==> src/rtl/mem_access_unit_pkg.sv <==
// Shared constants, FSM state type and the access-legality check for the
// load/store unit on the CPU side of the data RAM.
package mem_access_unit_pkg;

  localparam int unsigned WORDSIZE    = 32;
  localparam int unsigned ROM_COL_MAX = 1024;

  localparam logic [1:0] SZ_BYTE = 2'b00;
  localparam logic [1:0] SZ_HALF = 2'b01;
  localparam logic [1:0] SZ_WORD = 2'b10;

  typedef enum logic [1:0] {
    LSU_IDLE = 2'b00,
    LSU_RD   = 2'b01,
    LSU_WR   = 2'b10,
    LSU_RESP = 2'b11
  } lsu_state_e;

  // The range test runs in 33 bits so a word near 4 GiB cannot wrap past the check.
  function automatic logic access_error(input logic [1:0]  size,
                                        input logic [31:0] addr,
                                        input int unsigned mem_bytes);
    logic [32:0] end_addr;
    end_addr = {1'b0, addr[31:2], 2'b00} + 33'd4;
    return ((size == SZ_HALF) && addr[0]) ||
           ((size == SZ_WORD) && (addr[1:0] != 2'b00)) ||
           (size == 2'b11) ||
           (end_addr > {1'b0, mem_bytes});
  endfunction

endpackage

==> src/rtl/mem_access_unit_if.sv <==
// Datapath request/response handshake plus the RAM port, bundled as one bus.
// master = datapath/RAM side, slave = mem_access_unit.
interface mem_access_unit_if;
  import mem_access_unit_pkg::*;

  logic                req_valid;
  logic                req_ready;
  logic                req_write;
  logic [1:0]          req_size;
  logic                req_unsigned;
  logic [31:0]         req_addr;
  logic [WORDSIZE-1:0] req_wdata;

  logic                resp_valid;
  logic                resp_ready;
  logic [WORDSIZE-1:0] resp_rdata;
  logic                resp_err;

  logic [31:0]         mem_addr;
  logic [WORDSIZE-1:0] mem_wdata;
  logic                mem_read;
  logic                mem_write;
  logic [WORDSIZE-1:0] mem_rdata;

  modport master (
    output req_valid, req_write, req_size, req_unsigned, req_addr, req_wdata,
    output resp_ready, mem_rdata,
    input  req_ready, resp_valid, resp_rdata, resp_err,
    input  mem_addr, mem_wdata, mem_read, mem_write
  );

  modport slave (
    input  req_valid, req_write, req_size, req_unsigned, req_addr, req_wdata,
    input  resp_ready, mem_rdata,
    output req_ready, resp_valid, resp_rdata, resp_err,
    output mem_addr, mem_wdata, mem_read, mem_write
  );

endinterface

==> src/rtl/mem_access_unit_lane_mux.sv <==
// Big-endian lane select: extracts and extends load lanes, and merges store
// lanes into a previously read word. Purely combinational.
module mem_access_unit_lane_mux
  import mem_access_unit_pkg::*;
(
  input  logic [1:0]          size,
  input  logic [1:0]          offset,
  input  logic                is_unsigned,
  input  logic [WORDSIZE-1:0] rdata,
  input  logic [WORDSIZE-1:0] wdata,
  output logic [WORDSIZE-1:0] load_val,
  output logic [WORDSIZE-1:0] merged
);

  logic [7:0]  lane_b;
  logic [15:0] lane_h;

  // NOTE: every always_comb output gets a default first so no path leaves it
  // unassigned and infers a latch.
  always_comb begin
    lane_b = rdata[7:0];
    unique case (offset)
      2'd0:    lane_b = rdata[31:24];
      2'd1:    lane_b = rdata[23:16];
      2'd2:    lane_b = rdata[15:8];
      default: lane_b = rdata[7:0];
    endcase
    lane_h = offset[1] ? rdata[15:0] : rdata[31:16];
  end

  always_comb begin
    load_val = rdata;
    merged   = wdata;
    unique case (size)
      SZ_BYTE: begin
        load_val = is_unsigned ? {24'h0, lane_b} : {{24{lane_b[7]}}, lane_b};
        merged   = rdata;
        unique case (offset)
          2'd0:    merged[31:24] = wdata[7:0];
          2'd1:    merged[23:16] = wdata[7:0];
          2'd2:    merged[15:8]  = wdata[7:0];
          default: merged[7:0]   = wdata[7:0];
        endcase
      end
      SZ_HALF: begin
        load_val = is_unsigned ? {16'h0, lane_h} : {{16{lane_h[15]}}, lane_h};
        merged   = rdata;
        if (offset[1]) merged[15:0]  = wdata[15:0];
        else           merged[31:16] = wdata[15:0];
      end
      default: begin
        load_val = rdata;
        merged   = wdata;
      end
    endcase
  end

endmodule

==> src/rtl/mem_access_unit.sv <==
// Load/store initiator: one outstanding access, word-aligned RAM port,
// sub-word stores done as read-modify-write.
module mem_access_unit
  import mem_access_unit_pkg::*;
#(
  parameter int unsigned MEM_BYTES = ROM_COL_MAX
) (
  input  logic             CLK,
  input  logic             reset,
  mem_access_unit_if.slave bus
);

  lsu_state_e          state;
  logic                r_write;
  logic                r_unsigned;
  logic [1:0]          r_size;
  logic [1:0]          r_offset;
  logic [WORDSIZE-1:0] r_wdata;

  logic                resp_valid_q;
  logic                resp_err_q;
  logic [WORDSIZE-1:0] resp_rdata_q;
  logic [31:0]         mem_addr_q;
  logic [WORDSIZE-1:0] mem_wdata_q;
  logic                mem_read_q;
  logic                mem_write_q;

  logic                req_fire;
  logic                req_err;
  logic [WORDSIZE-1:0] load_val;
  logic [WORDSIZE-1:0] merged;

  assign bus.req_ready  = (state == LSU_IDLE) & reset;
  assign req_fire       = bus.req_valid & bus.req_ready;
  assign req_err        = access_error(bus.req_size, bus.req_addr, MEM_BYTES);

  assign bus.resp_valid = resp_valid_q;
  assign bus.resp_err   = resp_err_q;
  assign bus.resp_rdata = resp_rdata_q;
  assign bus.mem_addr   = mem_addr_q;
  assign bus.mem_wdata  = mem_wdata_q;
  assign bus.mem_read   = mem_read_q;
  assign bus.mem_write  = mem_write_q;

  // RAM data is combinational on mem_addr, so during RD the lane mux sees the live word.
  mem_access_unit_lane_mux u_lane_mux (
    .size        (r_size),
    .offset      (r_offset),
    .is_unsigned (r_unsigned),
    .rdata       (bus.mem_rdata),
    .wdata       (r_wdata),
    .load_val    (load_val),
    .merged      (merged)
  );

  // NOTE: all state here uses non-blocking assignments so every register
  // samples the pre-edge values, independent of statement order.
  always_ff @(posedge CLK) begin
    if (!reset) begin
      state        <= LSU_IDLE;
      r_write      <= 1'b0;
      r_unsigned   <= 1'b0;
      r_size       <= SZ_BYTE;
      r_offset     <= 2'b00;
      r_wdata      <= '0;
      resp_valid_q <= 1'b0;
      resp_err_q   <= 1'b0;
      resp_rdata_q <= '0;
      mem_addr_q   <= '0;
      mem_wdata_q  <= '0;
      mem_read_q   <= 1'b0;
      mem_write_q  <= 1'b0;
    end else begin
      unique case (state)
        LSU_IDLE: begin
          if (req_fire) begin
            r_write    <= bus.req_write;
            r_unsigned <= bus.req_unsigned;
            r_size     <= bus.req_size;
            r_offset   <= bus.req_addr[1:0];
            r_wdata    <= bus.req_wdata;
            mem_addr_q <= {bus.req_addr[31:2], 2'b00};
            if (req_err) begin
              state        <= LSU_RESP;
              resp_valid_q <= 1'b1;
              resp_err_q   <= 1'b1;
              resp_rdata_q <= '0;
            end else if (bus.req_write && (bus.req_size == SZ_WORD)) begin
              state       <= LSU_WR;
              mem_write_q <= 1'b1;
              mem_wdata_q <= bus.req_wdata;
            end else begin
              state      <= LSU_RD;
              mem_read_q <= 1'b1;
            end
          end
        end
        LSU_RD: begin
          mem_read_q <= 1'b0;
          if (r_write) begin
            state       <= LSU_WR;
            mem_write_q <= 1'b1;
            mem_wdata_q <= merged;
          end else begin
            state        <= LSU_RESP;
            resp_valid_q <= 1'b1;
            resp_rdata_q <= load_val;
          end
        end
        LSU_WR: begin
          state        <= LSU_RESP;
          mem_write_q  <= 1'b0;
          resp_valid_q <= 1'b1;
          resp_rdata_q <= '0;
        end
        LSU_RESP: begin
          if (bus.resp_ready) begin
            state        <= LSU_IDLE;
            resp_valid_q <= 1'b0;
            resp_err_q   <= 1'b0;
            resp_rdata_q <= '0;
          end
        end
        default: state <= LSU_IDLE;
      endcase
    end
  end

endmodule
==> src/flat_wrapper.sv <==
// flat-port wrapper written by rule: the top's interface ports become plain ports
module mem_access_unit_flat import mem_access_unit_pkg::*;
#(
  parameter int unsigned MEM_BYTES = ROM_COL_MAX
)
  (CLK, reset, bus_req_valid, bus_req_write, bus_req_size, bus_req_unsigned, bus_req_addr, bus_req_wdata, bus_resp_ready, bus_mem_rdata, bus_req_ready, bus_resp_valid, bus_resp_rdata, bus_resp_err, bus_mem_addr, bus_mem_wdata, bus_mem_read, bus_mem_write);
  mem_access_unit_if bus_i ();
  input  logic CLK;
  input  logic reset;
  input wire logic [$bits(bus_i.req_valid)-1:0] bus_req_valid;
  input wire logic [$bits(bus_i.req_write)-1:0] bus_req_write;
  input wire logic [$bits(bus_i.req_size)-1:0] bus_req_size;
  input wire logic [$bits(bus_i.req_unsigned)-1:0] bus_req_unsigned;
  input wire logic [$bits(bus_i.req_addr)-1:0] bus_req_addr;
  input wire logic [$bits(bus_i.req_wdata)-1:0] bus_req_wdata;
  input wire logic [$bits(bus_i.resp_ready)-1:0] bus_resp_ready;
  input wire logic [$bits(bus_i.mem_rdata)-1:0] bus_mem_rdata;
  output wire logic [$bits(bus_i.req_ready)-1:0] bus_req_ready;
  output wire logic [$bits(bus_i.resp_valid)-1:0] bus_resp_valid;
  output wire logic [$bits(bus_i.resp_rdata)-1:0] bus_resp_rdata;
  output wire logic [$bits(bus_i.resp_err)-1:0] bus_resp_err;
  output wire logic [$bits(bus_i.mem_addr)-1:0] bus_mem_addr;
  output wire logic [$bits(bus_i.mem_wdata)-1:0] bus_mem_wdata;
  output wire logic [$bits(bus_i.mem_read)-1:0] bus_mem_read;
  output wire logic [$bits(bus_i.mem_write)-1:0] bus_mem_write;
  assign bus_i.req_valid = bus_req_valid;
  assign bus_i.req_write = bus_req_write;
  assign bus_i.req_size = bus_req_size;
  assign bus_i.req_unsigned = bus_req_unsigned;
  assign bus_i.req_addr = bus_req_addr;
  assign bus_i.req_wdata = bus_req_wdata;
  assign bus_i.resp_ready = bus_resp_ready;
  assign bus_i.mem_rdata = bus_mem_rdata;
  assign bus_req_ready = bus_i.req_ready;
  assign bus_resp_valid = bus_i.resp_valid;
  assign bus_resp_rdata = bus_i.resp_rdata;
  assign bus_resp_err = bus_i.resp_err;
  assign bus_mem_addr = bus_i.mem_addr;
  assign bus_mem_wdata = bus_i.mem_wdata;
  assign bus_mem_read = bus_i.mem_read;
  assign bus_mem_write = bus_i.mem_write;
  mem_access_unit #(.MEM_BYTES(MEM_BYTES)) u_core (.CLK(CLK), .reset(reset), .bus(bus_i));
endmodule
==> config.mk <==
export PLATFORM = sky130hd
export DESIGN_NAME = mem_access_unit_flat
export DESIGN_NICKNAME = d
export VERILOG_FILES = /design/src/rtl/mem_access_unit_pkg.sv /design/src/rtl/mem_access_unit_if.sv /design/src/rtl/mem_access_unit_lane_mux.sv /design/src/rtl/mem_access_unit.sv /design/src/flat_wrapper.sv
export SDC_FILE = /design/constraint.sdc
export NUM_CORES = 1
export LEC_CHECK = 0
export ABC_AREA = 1
export CELL_PAD_IN_SITES_DETAIL_PLACEMENT = 0
export CELL_PAD_IN_SITES_GLOBAL_PLACEMENT = 1
export CORE_MARGIN = 2
export CORE_UTILIZATION = 31
export DETAILED_ROUTE_END_ITERATION = 8
export GPL_TIMING_DRIVEN = 0
export PLACE_DENSITY_LB_ADDON = 0.15
export SLEW_MARGIN = 20
export SYNTH_ARGS = -nofsm -noshare
export SYNTH_HDL_FRONTEND = slang
export SYNTH_SLANG_ARGS = --single-unit
==> constraint.sdc <==
create_clock -name CLK -period 2.3 [get_ports CLK]
set_input_delay 0.46 -clock CLK [delete_from_list [all_inputs] [get_ports CLK]]
set_output_delay 0.46 -clock CLK [all_outputs]
set_load 0.02 [all_outputs]
## After elaboration in Yosys (flattened, before gate mapping)

Cells that the tools add are included.
Widths: inputs -> output; s select.

| storage, ports and cells | value |
|---|---|
| bits in registers | 138 |
| output and inout port bits | 101 |
| word-level logic and storage cells | 98 |

| cells by class | value |
|---|---|
| add/subtract/negate cells | 1 |
| magnitude comparators | 1 |
| equal/unequal tests | 17 |
| mux-type cells | 43 |
| bitwise gates (word level) | 2 |
| reduce and logical (&&, ||, !) cells | 21 |

Operator list:

| kind | count |
|---|---|
| $mux 32 | 10 |
| $pmux 32 s2 | 3 |
| $pmux 32 s4 | 1 |
| $mux 16 | 3 |
| $add 32x3->33 const B | 1 |
| $gt 33x11->1 const B | 1 |
| $mux 8 | 4 |
| $pmux 8 s3 | 1 |
| $mux 1 | 12 |
| $reduce_and 4->1 | 3 |
| $eq 2x2->1 const B | 5 |
| $ne 2x2->1 const B | 5 |
| $reduce_and 5->1 | 2 |
| $eq 2x1->1 const B | 4 |
| $mux 2 | 4 |
| $pmux 2 s4 | 1 |
| $logic_not 2->1 | 3 |
| $ne 2x1->1 const B | 3 |
| $reduce_bool 2->1 | 3 |
| $pmux 1 s2 | 2 |
| $pmux 1 s4 | 1 |
| $reduce_and 2->1 | 2 |
| $logic_and 1x1->1 | 3 |
| $logic_or 1x1->1 | 3 |
| other kinds (4) | 5 |

## Logic depth before layout (Yosys ltp)

Gate-level depths: netlist (run 1).

| depth | value |
|---|---|
| word-level depth | 8 |
| gate-level depth with buffers | 18 |

## By module

A second synthesis (run 1) with hierarchy kept.

| second synthesis, totals | value |
|---|---|
| cells, all modules | 1378 |
| area, all modules | 8473.1 µm² |

Modules (own cells, without submodules):

| module | instances | cells an instance | area each (µm²) | sequential area each (µm²) |
|---|---|---|---|---|
| mem_access_unit | 1 | 1015 | 6643.9 | 2762.6 |
| mem_access_unit_lane_mux | 1 | 363 | 1829.3 | 0.0 |

## Least setup slack after synthesis (run 1)

Ideal clock, no wire load.

| timing path | value |
|---|---|
| path kind | reg-to-reg |
| start point | register u_core.state[0] |
| end point | register u_core.mem_wdata_q[12] (netlist: u_core.bus.mem_wdata[12]) |
| library setup time | 0.110 ns |
| data arrival time | 2.347 ns |
| required time | 2.190 ns |
| slack | -0.157 ns |
| cell stages (with the launch flop) | 14 |
| period minus slack after synthesis | 2.457 ns |
| path through | dfxtp_1 > inv_1 > ha_1 > buf_2 > nand2_1 > inv_1 > nand2_1 > clkinv_1 > nor2_1 > nor3b_1 > clkbuf_1 > nand4_1 > nand2_1 > nor2_1 |

| between the ends | value |
|---|---|
| word-level cells in the longest chain between the ends | 5 |
| elaborated cells between the ends (all ways) | 11 |
| those cells by class | 5 x eq/ne; 1 x mux; 2 x bitwise; 3 x reduce/logical |

RTL lines:

| what | line | text |
|---|---|---|
| from (decl) | mem_access_unit.sv:13 | `lsu_state_e state;` |
| from (signal assigned) | mem_access_unit.sv:60 | `state <= LSU_IDLE;` |
| from (signal assigned) | mem_access_unit.sv:84 | `state <= LSU_RESP;` |
| from (signal assigned) | mem_access_unit.sv:89 | `state <= LSU_WR;` |
| $logic_not 2->1 | mem_access_unit.sv:33 | `assign bus.req_ready = (state == LSU_IDLE) & reset;` |
| $and 1x1->1 | mem_access_unit.sv:33 |  |
| named net bus_req_ready | flat_wrapper.sv:18 | `output wire logic [$bits(bus_i.req_ready)-1:0] bus_req_ready;` |
| $and 1x1->1 | mem_access_unit.sv:34 | `assign req_fire = bus.req_valid & bus.req_ready;` |
| $ne 2x1->1 (no source line) | -- |  |
| $reduce_and 5->1 (no source line) | -- |  |
| to (signal assigned) | mem_access_unit.sv:91 | `mem_wdata_q <= bus.req_wdata;` |
| to (signal assigned) | mem_access_unit.sv:103 | `mem_wdata_q <= merged;` |
| to (decl) | mem_access_unit.sv:24 | `logic [WORDSIZE-1:0] mem_wdata_q;` |

The timed path passes the listed nets, and every way through them passes these cells.
A chain may end at the register's enable or synchronous reset.

## Worst setup path after layout (run 1)

| timing path | value |
|---|---|
| start point | register u_core.state[0] |
| end point | output bus_req_ready |

| between the ends | value |
|---|---|
| word-level cells in the longest chain between the ends | 2 |

RTL lines:

| what | line |
|---|---|
| $logic_not 2->1 | mem_access_unit.sv:33 |
| $and 1x1->1 | mem_access_unit.sv:33 |
| to (decl) | flat_wrapper.sv:18 |

No other way between the ends.

==> summary.txt, run 1 <==
Routing
  – Routed WL per cell: 19.3 microns
  – Routed vias: 9930
  – Drt pass-1 iters: 6
  – Initial DRC Count: 756
  – Residual DRC count: 0
  – Drt via density: 5.07
  – ANT nets after route: 0
  – Post-Route WL: 37.9 mm

Placed design
  – Final HPWL DP: 28.8 mm
  – PortBufs: 202
  – Setup slack at placement: -1.29 ns
  – GPL Wtd Cong: 0.929

Worst setup path
  – Setup Crit Path Kind: flip-flop to output port
  – Worst r2r dst: u_core.bus.mem_wdata[11]
  – Register-to-Register Setup Slack: 0.10 ns
  – Reg2reg path depth: 11
  – WP data arrival: 1.76 ns
  – Worst setup EP type: output port
  – Crit-path max FO: 6
  – R2r startpoint: u_core.r_offset[1]
  – Startpoint Class: flip-flop
  – WP data required: 1.84 ns

Floorplanning
  – Die H: 168 microns
  – Starting Density: 31.7%
  – Core Region: 26200 sq um
  – Num rows: 59
  – Die area: 28100 sq um
  – Ports: 205
  – Die width: 168 microns

Synthesis
  – Count leader, synth: nand2_1
  – Number of synthesized flops with an enable pin: 0
  – Synth area leader: dfxtp_1
  – Synthesized area: 8300 sq um
  – Yosys cell types: 43
  – Synthesis-stage register bit count: 138
  – Yosys top cell area share: 33.3%
  – Top cells by area, synth: dfxtp_1 (33%), nand2_1 (14%), inv_1 (8.5%)
  – Async set or reset register ratio after synthesis: 0%
  – Commonest cells post-synth: nand2_1 (306), inv_1 (189), dfxtp_1 (138), o21ai_0 (138), nor2_1 (135)
  – Synth Instances: 1341
  – Syn avg cell area: 6.19 sq um
  – Sequential area share after synthesis: 33.3%
  – Yosys warns: 0
  – Top FF cell, synth: dfxtp_1

CTS
  – Sinks on Clock Net: 138
  – Inserted Clock Buffers: 17
  – Clk pin slew, worst setup/hold paths: 0.07 ns
  – CTS tree: yes
  – H-tree levels: 4
  – Clock Path Buffers: 2
  – Post-CTS Hold Buffers: 0
  – Clk Latency, worst-skew pair: 0.43 ns
  – CTS root buf: clkbuf_16

Pwr
  – Power per cell area: 1160 nW/um^2
  – Peak supply drop: 0.456 mV
  – Comb pwr share: 52.4%
  – P_int: 8.11 mW
  – Sequential share of power: 24.9%
  – Pwr Total: 14.3 mW
  – Leak pwr: 5.38 nW
  – Switching Share: 43.4%
  – Psw: 6.22 mW
  – Clk pwr share: 22.7%

Timing
  – Worst-Margin Slew: 0.762 ns
  – Fin. Hold Viols: 0
  – Post-route setup slack: 0.0757 ns
  – Relative slew slack: 49.2%
  – Setup violations, final: 0
  – FMAX: 450 MHz
  – Crit path time final: 2.22 ns
  – Fin crit share: 96.7%
  – Slew Viols, Final: 0
  – Worst Skew: 0.0112 ns

Worst hold path
  – Worst Hold Launch: bus_req_addr[17]
  – Hold path depth: 3
  – Hold Crit Endpoint: u_core.bus.mem_addr[17]
  – HP Class: primary input to flip-flop

Global route
  – Largest net degree at the start of global routing: 17
  – First-pass GRT wire length: 56.5 mm
  – All-layer global routing usage: 26.6%
  – Initial antenna violation count: 2
  – Total grt overflow: 0
  – Vias in the first global route: 9464

Cells and area
  – Layout Area Growth over Synthesis: 48.4%
  – Nets: 1720
  – Share of layout cells above drive strength 1: 15.8%
  – Final Util: 47.0%
  – Diode count: 0

Status
  – Outcome: finished clean

Job
  – Max-cap violation count: 0
## worst max-delay path, cell delays in order (launching register included)
cell	delay [ns]
dfxtp_4	0.38
inv_1	0.06
ha_1	0.20
buf_6	0.13
nand2_1	0.06
inv_2	0.06
buf_4	0.13
dlygate4sd2_1	0.31
## power groups by stage
stage,sequential (mW),clock (mW),combinational [mW]
6_report,3.57,3.25,7.52
5_1_grt,3.65,3.39,8.23
3_3_place_gp,3.58,0,6.88
3_5_place_dp,3.58,0,6.90
2_1_floorplan,4.17,0,3.51
4_1_cts,3.55,3.28,7.26
## worst max path at each step
stage                                 from                  endpoint  slack (ns)
final                      u_core.state[0]             bus_req_ready        0.08
after global routing      bus_req_addr[14]   u_core.bus.mem_wdata[4]       -0.01
after CTS                 bus_req_addr[18]  u_core.bus.mem_wdata[13]      -0.003
after detailed placement   bus_req_addr[2]  u_core.bus.mem_wdata[13]       -1.29
after global placement     bus_req_addr[5]  u_core.bus.mem_wdata[13]       -1.27
after floorplan            bus_req_addr[6]  u_core.bus.mem_wdata[25]        0.03
## registers in the layout, indices dropped and copies added (netlist names)
| signal | count |
|---|---|
| u_core.bus.mem_addr | 30 |
| u_core.bus.mem_read | 1 |
| u_core.bus.mem_wdata | 32 |
| u_core.bus.mem_write | 1 |
| u_core.bus.resp_err | 1 |
| u_core.bus.resp_rdata | 32 |
| u_core.bus.resp_valid | 1 |
| u_core.r_offset | 2 |
| u_core.r_size | 2 |
| u_core.r_unsigned | 1 |
| u_core.r_wdata | 32 |
| u_core.r_write | 1 |
| u_core.state | 2 |
## cells by family (layout without fill, tap and decap cells)
logic type                 after synthesis  in the layout  synth area share [%]
and+or+nand+nor                        600            600                  31.7
AOI/OAI and AO/OA                      321            321                  21.0
buffers and inverters                  276            557                  13.2
DFF                                    138            138                  33.3
adders and majority gates                4              4                 0.603
other                                    1              2                0.0452
muxes                                    1              1                 0.121
## what timing repair did
item / 4_1_cts / 5_1_grt
setup endpoints to repair: 110 / 128
pin swaps: 27 / 39
buffers inserted: 23 / 25
resized for setup: 191 / 139
cloned: 3 / 0
## stage by stage
stage	hold WS, ns	setup TNS (ns)	instances	cell area, sq um
floorplan	0.424	0	1342	8310
global placement	0.435	-99.86	1879	10700
detailed placement	0.434	-101.38	1879	10700
CTS	0.288	-0.00569	1933	11900
global route	0.282	-0.0126	1958	12300
finish	0.267	0	1958	12300
## placed cells by master, fill, tap and decap left out, types with 20 or more instances in the layout
master	n
nand2_1	280
inv_1	181
clkdlybuf4s50_1	169
o21ai_0	136
dfxtp_1	133
a21oi_1	125
nor2_1	106
nand3_1	76
buf_4	58
nand4_1	39
clkbuf_1	30
clkbuf_2	28
nor2_4	25
buf_6	20
## layer usage
metal / vias up / routed length [microns] / global-route usage, %
li1: 4916 / - / -
met1: 4578 / 16700 / 34.8
met2: 364 / 17400 / 43.7
met3: 68 / 2460 / 4.66
met4: 4 / 1250 / 10.5
met5: - / 22 / 0
## cell type report
class,instances,area [sq um]
plain buffers,77,409
well taps,335,419
fillers,2815,13900
multi-input cells,928,4910
clock inverters,11,219
repair buffers,253,2380
clock buffers,19,453
flip-flops and latches,138,2770
inverters,197,748
Note: power is estimated with default switching activity, not from simulation.
==> inputs of run 2 (changes only) <==
--- a/config.mk
+++ b/config.mk
@@ -6,6 +6,7 @@
 export NUM_CORES = 1
 export LEC_CHECK = 0
 export ABC_AREA = 1
+export CAP_MARGIN = 20
 export CELL_PAD_IN_SITES_DETAIL_PLACEMENT = 0
 export CELL_PAD_IN_SITES_GLOBAL_PLACEMENT = 1
 export CORE_MARGIN = 2
==> constraint.sdc (replaced) <==
create_clock -name CLK -period 2.3 [get_ports CLK]
set_input_delay 0.46 -clock CLK [delete_from_list [all_inputs] [get_ports CLK]]
set_output_delay 0.46 -clock CLK [all_outputs]
set_load 0.1 [all_outputs]
==> run 2 against run 1 <==
Compared with the run above:
- combinational power grew 41%
- non-clock buffer count shrank 21
- worst setup slack gained 0.0082 ns
- clock power shrank 13%
- sequential share of layout area grew 0.74 points
- sequential power shrank 1%
- critical path type unchanged
- critical endpoint unchanged
- largest power group unchanged
==> summary.txt, run 2 (same netlist as run 1, synthesis figures left out) <==
Routing
  – Post-Route WL: 37.2 mm (-1.7%)
  – ANT nets after route: 0 (unchanged)
  – Drt pass-1 iters: 7 (+1)
  – Drt via density: 5.10 (+0.49%)
  – Initial DRC Count: 866 (+15%)
  – Routed vias: 9902 (-0.28%)
  – Routed WL per cell: 19.2 microns (-0.96%)
  – Residual DRC count: 0 (unchanged)

Timing
  – Hold slack: 0.263 ns (-0.00427 ns)
  – Fin. Hold Viols: 0 (unchanged)
  – Worst Skew: 0.0117 ns (+0.000557 ns)
  – RSZ-0062 raised after global routing: true
  – Relative slew slack: 31.9% (-17 points)
  – Fin crit share: 96.3% (-0.36 points)
  – Post-route setup slack: 0.0840 ns (+0.00823 ns)
  – FMAX: 451 MHz (+0.37%)
  – Worst-Margin Slew: 1.03 ns (+0.264 ns)
  – Setup violations, final: 0 (unchanged)
  – Crit path time final: 2.22 ns (-0.00823 ns)
  – Slew Viols, Final: 0 (unchanged)
  – Setup_tns: 0 ns (unchanged)

Cells and area
  – Share of layout cells above drive strength 1: 14.9% (-0.88 points)
  – Cell Count, Final, Fillers Out: 1943 (-0.77%)
  – Most frequent cells in the layout: nand2_1 (281), inv_1 (179), o21ai_0 (134), dfxtp_1 (133), a21oi_1 (124)
  – Nets: 1700 (-1.2%)
  – Final Util: 45.5% (-1.5 points)
  – Post-layout instance area: 11900 sq um (-3.3%)
  – Layout Area Growth over Synthesis: 43.5%
  – Most common cell after layout, fill and taps aside: nand2_1

CTS
  – CTS tree: yes
  – Clk Latency, worst-skew pair: 0.44 ns (about the same)
  – Post-CTS Hold Buffers: 0 (unchanged)
  – H-tree levels: 4 (unchanged)
  – CTS root buf: clkbuf_16
  – Clk pin slew, worst setup/hold paths: 0.07 ns (about the same)
  – Clock Path Buffers: 2 (unchanged)
  – Sinks on Clock Net: 138 (unchanged)
  – Inserted Clock Buffers: 17 (unchanged)

Placed design
  – Setup slack at placement: -1.31 ns (-0.0283 ns)
  – GPL Wtd Cong: 0.942 (+1.3%)
  – Final HPWL DP: 28.7 mm (-0.40%)
  – Cell count after placement: 1879 (unchanged)
  – PortBufs: 202 (unchanged)
  – Placed cell area: 10800 sq um (+0.55%)

Job
  – Max-cap violation count: 0 (unchanged)

Worst setup path
  – WP data required: 1.84 ns (about the same)
  – Setup Crit Path Kind: flip-flop to output port
  – WP data arrival: 1.76 ns (about the same)
  – Worst Setup SP: u_core.state[0]
  – R2r startpoint: u_core.r_offset[0]
  – Crit-path max FO: 8 (+2)
  – Worst setup EP type: output port
  – Startpoint Class: flip-flop

Global route
  – Global route hottest layer: met2
  – Global Route met2 Usage: 42.8% (-0.94 points)
  – Largest net degree at the start of global routing: 17 (unchanged)
  – Total grt overflow: 0 (unchanged)
  – All-layer global routing usage: 26.1% (-0.51 points)
  – First-pass GRT wire length: 55.4 mm (-2.1%)
  – Vias in the first global route: 9306 (-1.7%)
  – Met3 usage: 6.69% (+2.0 points)
  – Initial antenna violation count: 6 (+4)
  – Met1 Usage GRT: 33.4% (-1.4 points)

Worst hold path
  – HP Class: primary input to flip-flop
  – Worst Hold Launch: bus_req_addr[3]

Floorplanning
  – Starting Density: 31.7% (unchanged)
  – Ports: 205 (unchanged)
  – Core Region: 26200 sq um (unchanged)
  – Die H: 168 microns (unchanged)
  – Die width: 168 microns (unchanged)
  – Num rows: 59 (unchanged)
  – Die area: 28100 sq um (unchanged)

Pwr
  – Leak pwr: 5.59 nW (+3.8%)
  – Power per cell area: 1420 nW/um^2 (+22%)
  – Pwr Total: 17.0 mW (+18%)
  – Peak supply drop: 0.578 mV (+27%)

Status
  – Outcome: finished clean
## run 2: cell types whose count changed in the layout (fill, tap and decap cells not counted), moves of 6 or more
cell             before  now
dlygate4sd2_1         2   99
buf_4                58   35
inv_6                 0    6
clkdlybuf4s50_1     169   72
buf_6                20    9
## run 2: path summary, 6_finish.rpt
check / cells after the start / endpoint / slack (ns)
min: 3 / u_core.bus.mem_addr[3] / 0.26
min reg2reg: 2 / u_core.bus.resp_err / 0.44
max: 7 / bus_req_ready / 0.08
max reg2reg: 9 / u_core.bus.mem_wdata[28] / 0.12
## run 2: repair_timing
action / CTS / global route
resized for setup: 241 / 143
buffers inserted: 17 / 9
endpoints found under the setup margin: 179 / 124
pin swaps: 19 / 29
cloned: 5 / 0
## run 2: area by class of cell
cell class              instances  area (sq um)
well taps                     335           419
inverters                     197           759
fillers                      2860         14300
multi-input cells             929          4870
flip-flops and latches        138          2770
clock buffers                  17           425
repair buffers                232          2080
clock inverters                15           154
diodes                          3          7.51
plain buffers                  77           433
## run 2: where the power goes
part | switching, mW | internal, mW
registers | 0.433 | 3.10
logic | 8.05 | 2.57
clock network | 1.29 | 1.53
## run 2: per-layer routing
layer / part of all wire [%] / wire length (microns)
met1: 43 / 16100
met2: 46 / 17000
met3: 7.9 / 2930
met4: 3.1 / 1150
met5: 0.067 / 25
## run 2: worst max-delay path, stage by stage, from the launching register on
cell and delay [ns]:
dfxtp_2 0.40, inv_2 0.07, ha_4 0.17, buf_12 0.14, nand2_4 0.07, clkinvlp_4 0.10, buf_4 0.15, buf_4 0.22
==> RTL change 1 (config.mk and constraints of run 1) <==
Encoding of `lsu_state_e`: now one-hot (4 bits for 4 states).
--- a/src/rtl/mem_access_unit_pkg.sv
+++ b/src/rtl/mem_access_unit_pkg.sv
@@ -11,7 +11,7 @@
 
-  typedef enum logic [1:0] {
-    LSU_IDLE = 2'b00,
-    LSU_RD   = 2'b01,
-    LSU_WR   = 2'b10,
-    LSU_RESP = 2'b11
+  typedef enum logic [3:0] {
+    LSU_IDLE = 4'b0001,
+    LSU_RD   = 4'b0010,
+    LSU_WR   = 4'b0100,
+    LSU_RESP = 4'b1000
   } lsu_state_e;
Function: same outputs for any inputs over 4 cycles, from zero or initial values and one cycle with reset low; so few cycles prove little.
==> RTL change 1 against run 1 <==
  * First-iteration DRC count is 8.1% lower
  * Setup slack worse by 62 ps
  * Area after synthesis is 1.4% lower
  * Total power is 22% lower
  * Sequential share of layout area is 1.5 points higher
  * Sequential cell count is 2 higher
  * Final area is 4.8% lower
  * Routed wire length is 3.8% lower
  * Clock skew hardly changed
  * Clock power is 15% lower
  * Worst hold slack better by 11 ps
  * Critical path type is now reg -> reg
  * Highest routed layer unchanged
==> RTL change 1: results (changes against run 1) <==
Outcome: completed
Cell with the largest stage delay on the worst path: o21ai_1
Pwr/cell area: 952 nW/um^2 (-18%)
Fillers: 2796 (-0.67%)
First-pass GRT wire length: 53400 um (-5.4%)
Fraction of power consumed by sequential logic: 28.8% (+3.9 points)
Via-to-Cell Ratio: 5.08 (+0.15%)
Critical Path Max Stage Delay: 470 ps (+90 ps)
Library cells used by synthesis: 42 (-2.3%)
Core area: 26000 um^2 (-0.85%)
Leak pwr: 4.88 nW (-9.3%)
DRT iter0 DRCs: 695 (-8.1%)
Slew Limit Headroom: 53.3% (+4.1 points)
Fraction of area in clock buffers and inverters: 4.85% (-0.61 points)
Switch share: 43.2% (-0.17 points)
Synth Area in XOR/XNOR: 0.199% (+0.20 points)
Layout cells sized above 1: 15.3% (-0.52 points)
Vias: 9594 (-3.4%)
Multi-In Gates: 938 (+1.1%)
Post-Synth Adder-Cell Area: 0% (-0.60 points)
Clock Skew: 11.3 ps (+0.143 ps)
Crit path max-delay family: simple AND/OR/NAND/NOR gates
Seq area share: 24.0% (+1.5 points)
Max Clk Rate: 0.437 GHz (-2.7%)
Logic inverters: 131 (-34%)
Worst setup EP type: flip-flop
CP arrival: 2660 ps (+900 ps)
Pre-CTS WS: -975 ps (+310 ps)
Worst reg2reg path startpoint: u_core.state[3]$_SDFFE_PN0P_
Port Buffers: 201 (-0.50%)
P_clk: 2.75 mW (-15%)
Multi-input logic area: 4750 um^2 (-3.2%)
Non-clock buffering overhead: 22.7% (+0.056 points)
Synth Area in Compound Gates: 23.5% (+2.4 points)
Multiplexer share of the synthesized area: 0.489% (+0.37 points)
Placer Congestion: 0.943 (+1.5%)
GRT Total Usage: 25.2% (-1.4 points)
Hpwl dp: 28300 um (-1.8%)
Post-CTS sizing: 93 (-51%)
R2R Setup Slk: 10 ps (-90 ps)
Seq/Total Area, Yosys: 34.3% (+0.97 points)
Worst vdd ir: 0.466 mV (+2.2%)
Synth top cells by count: nand2_1, nor2_1, o21ai_0
Post-synthesis register bit count: 140 (+1.4%)
Layout Nets: 1645 (-4.4%)
[RTL change 1: tightest hold or removal path: stages]
cell and delay (ps):
clkbuf_2 120, nand2_1 60, nand2_1 50
[RTL change 1: worst min path at each step]
stage,endpoint,slack (ps),cells past startpoint
3_5_place_dp,u_core.r_wdata[18]$_SDFFE_PN0P_,440,2
6_report,u_core.bus.mem_addr[3]$_SDFFE_PN0P_,280,3
4_1_cts,u_core.bus.mem_addr[6]$_SDFFE_PN0P_,410,3
2_1_floorplan,u_core.r_wdata[31]$_SDFFE_PN0P_,420,2
3_3_place_gp,u_core.r_wdata[31]$_SDFFE_PN0P_,440,2
5_1_grt,u_core.bus.mem_addr[2]$_SDFFE_PN0P_,290,3
[RTL change 1: routing by layer]
layer / GRT usage [%] / up-vias / part of all wire, %
met5: 0 / - / 0.071
met2: 39.9 / 377 / 45
met4: 8.73 / 4 / 2.9
met3: 6.25 / 62 / 7.3
met1: 33.6 / 4385 / 45
li1: - / 4766 / -
==> RTL change 2 (config.mk and constraints of run 1) <==
Without the edit above. `ROM_COL_MAX`: 1024 -> 512.
--- a/src/rtl/mem_access_unit_pkg.sv
+++ b/src/rtl/mem_access_unit_pkg.sv
@@ -5,3 +5,3 @@
   localparam int unsigned WORDSIZE    = 32;
-  localparam int unsigned ROM_COL_MAX = 1024;
+  localparam int unsigned ROM_COL_MAX = 512;
 
Behaviour: not the same (a bounded check fails within 4 cycles, from zero or initial values and one cycle with reset low).
==> RTL change 2 against run 1 <==
  * Combinational power increased by 7.8%
  * Die area decreased by 0.40%
  * The run now ends with DRC left
  * Sequential cell count unchanged
  * Setup slack got worse by 5.6 ps
  * Largest power group unchanged
  * Area after synthesis decreased by 0.41%
  * Final cell count decreased by 1.1%
  * Final area decreased by 0.60%
  * Global-route usage decreased by 0.45 points
  * Total power increased by 2.1%
  * Routed wire length decreased by 0.67%
  * Sequential power decreased by 1%
  * Non-clock buffer count decreased by 7
  * First-iteration DRC count increased by 1.2%
==> RTL change 2: results (changes against run 1) <==
Largest fanout on the critical path: 10 (+4)
Leak pwr: 5.26 nW (-2.4%)
Startpoint of the worst hold path: bus_req_addr[5]
GRT Total Usage: 26.2% (-0.45 points)
Post-Synth Adder-Cell Area: 0.606% (+0.0025 points)
Outcome: complete, but fails checks
Global routing usage on met3: 5.22% (+0.57 points)
CTS H-tree lvls: 4 (unchanged)
Initial antenna violation count: 3 (+1)
Reg2Reg Depth: 9 (-2)
Vias: 9844 (-0.87%)
WHS Endpoint: u_core.bus.mem_addr[5]$_SDFFE_PN0P_
Seq/Total Area, Yosys: 33.4% (+0.14 points)
Hpwl dp: 29100 um (+0.86%)
WHS: 247 ps (-20.6 ps)
Largest cells by area after synthesis: dfxtp_1, nand2_1, inv_1, o21ai_0, a21oi_1
DRT iter0 DRCs: 765 (+1.2%)
Mapped Cells: 1326 (-1.1%)
Multiplexer share of the synthesized area: 0.363% (+0.24 points)
Synth top cells by count: nand2_1, inv_1, dfxtp_1
CTS buffer count: 17 (unchanged)
Largest net degree at the start of global routing: 17 (unchanged)
Slew Limit Headroom: 38.4% (-11 points)
Synth area leader: dfxtp_1
R2R Setup Slk: 70 ps (-30 ps)
Post-synth EDFFs: 0 (unchanged)
Clock Skew: 10.0 ps (-1.14 ps)
Drt total wl: 37600 um (-0.67%)
Reg2Reg Capture Point: u_core.bus.mem_wdata[31]$_SDFFE_PN0P_
Layout cells sized above 1: 15.7% (-0.096 points)
Synth Area in Compound Gates: 19.8% (-1.2 points)
Layout Nets: 1696 (-1.4%)
Post-CTS Setup Bufs: 20 (-13%)
TritonRoute pass-1 iters: 9 (+3)
Synth Area in XOR/XNOR: 0.318% (+0.32 points)
Routed WL per cell: 19.4 um (+0.46%)
Worst vdd ir: 0.428 mV (-6.1%)
Post-CTS sizing: 208 (+8.9%)
Placer Congestion: 0.952 (+2.4%)
Placed inst area: 10700 um^2 (-0.31%)
Min Tclk post-route: 2230 ps (+5.56 ps)
Failing checks: DRC
WS Path Type: reg -> reg
Worst setup EP type: flip-flop
# DRC: 11 (+11)
Vias in the first global route: 9437 (-0.29%)
Met1 Resource Use GR: 33.5% (-1.3 points)
Inst Count DP: 1864 (-0.80%)
Pre-CTS WS: -1170 ps (+114 ps)
Library cells used by synthesis: 45 (+4.7%)
M2 GR Usage: 44.3% (+0.56 points)
First-pass GRT wire length: 55700 um (-1.4%)
CP arrival: 2600 ps (+840 ps)
==> RTL change 2: power by group <==
group	total, mW	switching, mW	internal (mW)
Sequential	3.53	0.430	3.10
Combinational	8.11	4.89	3.22
Clock	3.00	1.22	1.78
Total	14.6	6.54	8.10
==> RTL change 2: area by class of cell <==
class,count,area (um^2)
fillers,2775,13900
multi-input cells,923,4920
flip-flops and latches,138,2770
repair buffers,244,2330
inverters,185,707
plain buffers,79,474
clock buffers,19,453
well taps,335,419
clock inverters,13,164
==> RTL change 2: critical path, stage by stage (launching register included) <==
cell and delay, ps:
dfxtp_1 490, clkbuf_4 310, clkbuf_2 270, clkbuf_4 290, nand3_1 100, o2111ai_1 130
o21ai_0 190, nand4_1 140, nand2_1 140, nor2_1 120
==> RTL change 2: per-layer routing <==
layer / part of all wire (%) / vias up
li1: - / 4865
met5: 0.035 / -
met1: 43 / 4530
met2: 47 / 380
met3: 7.0 / 67
met4: 3.3 / 2
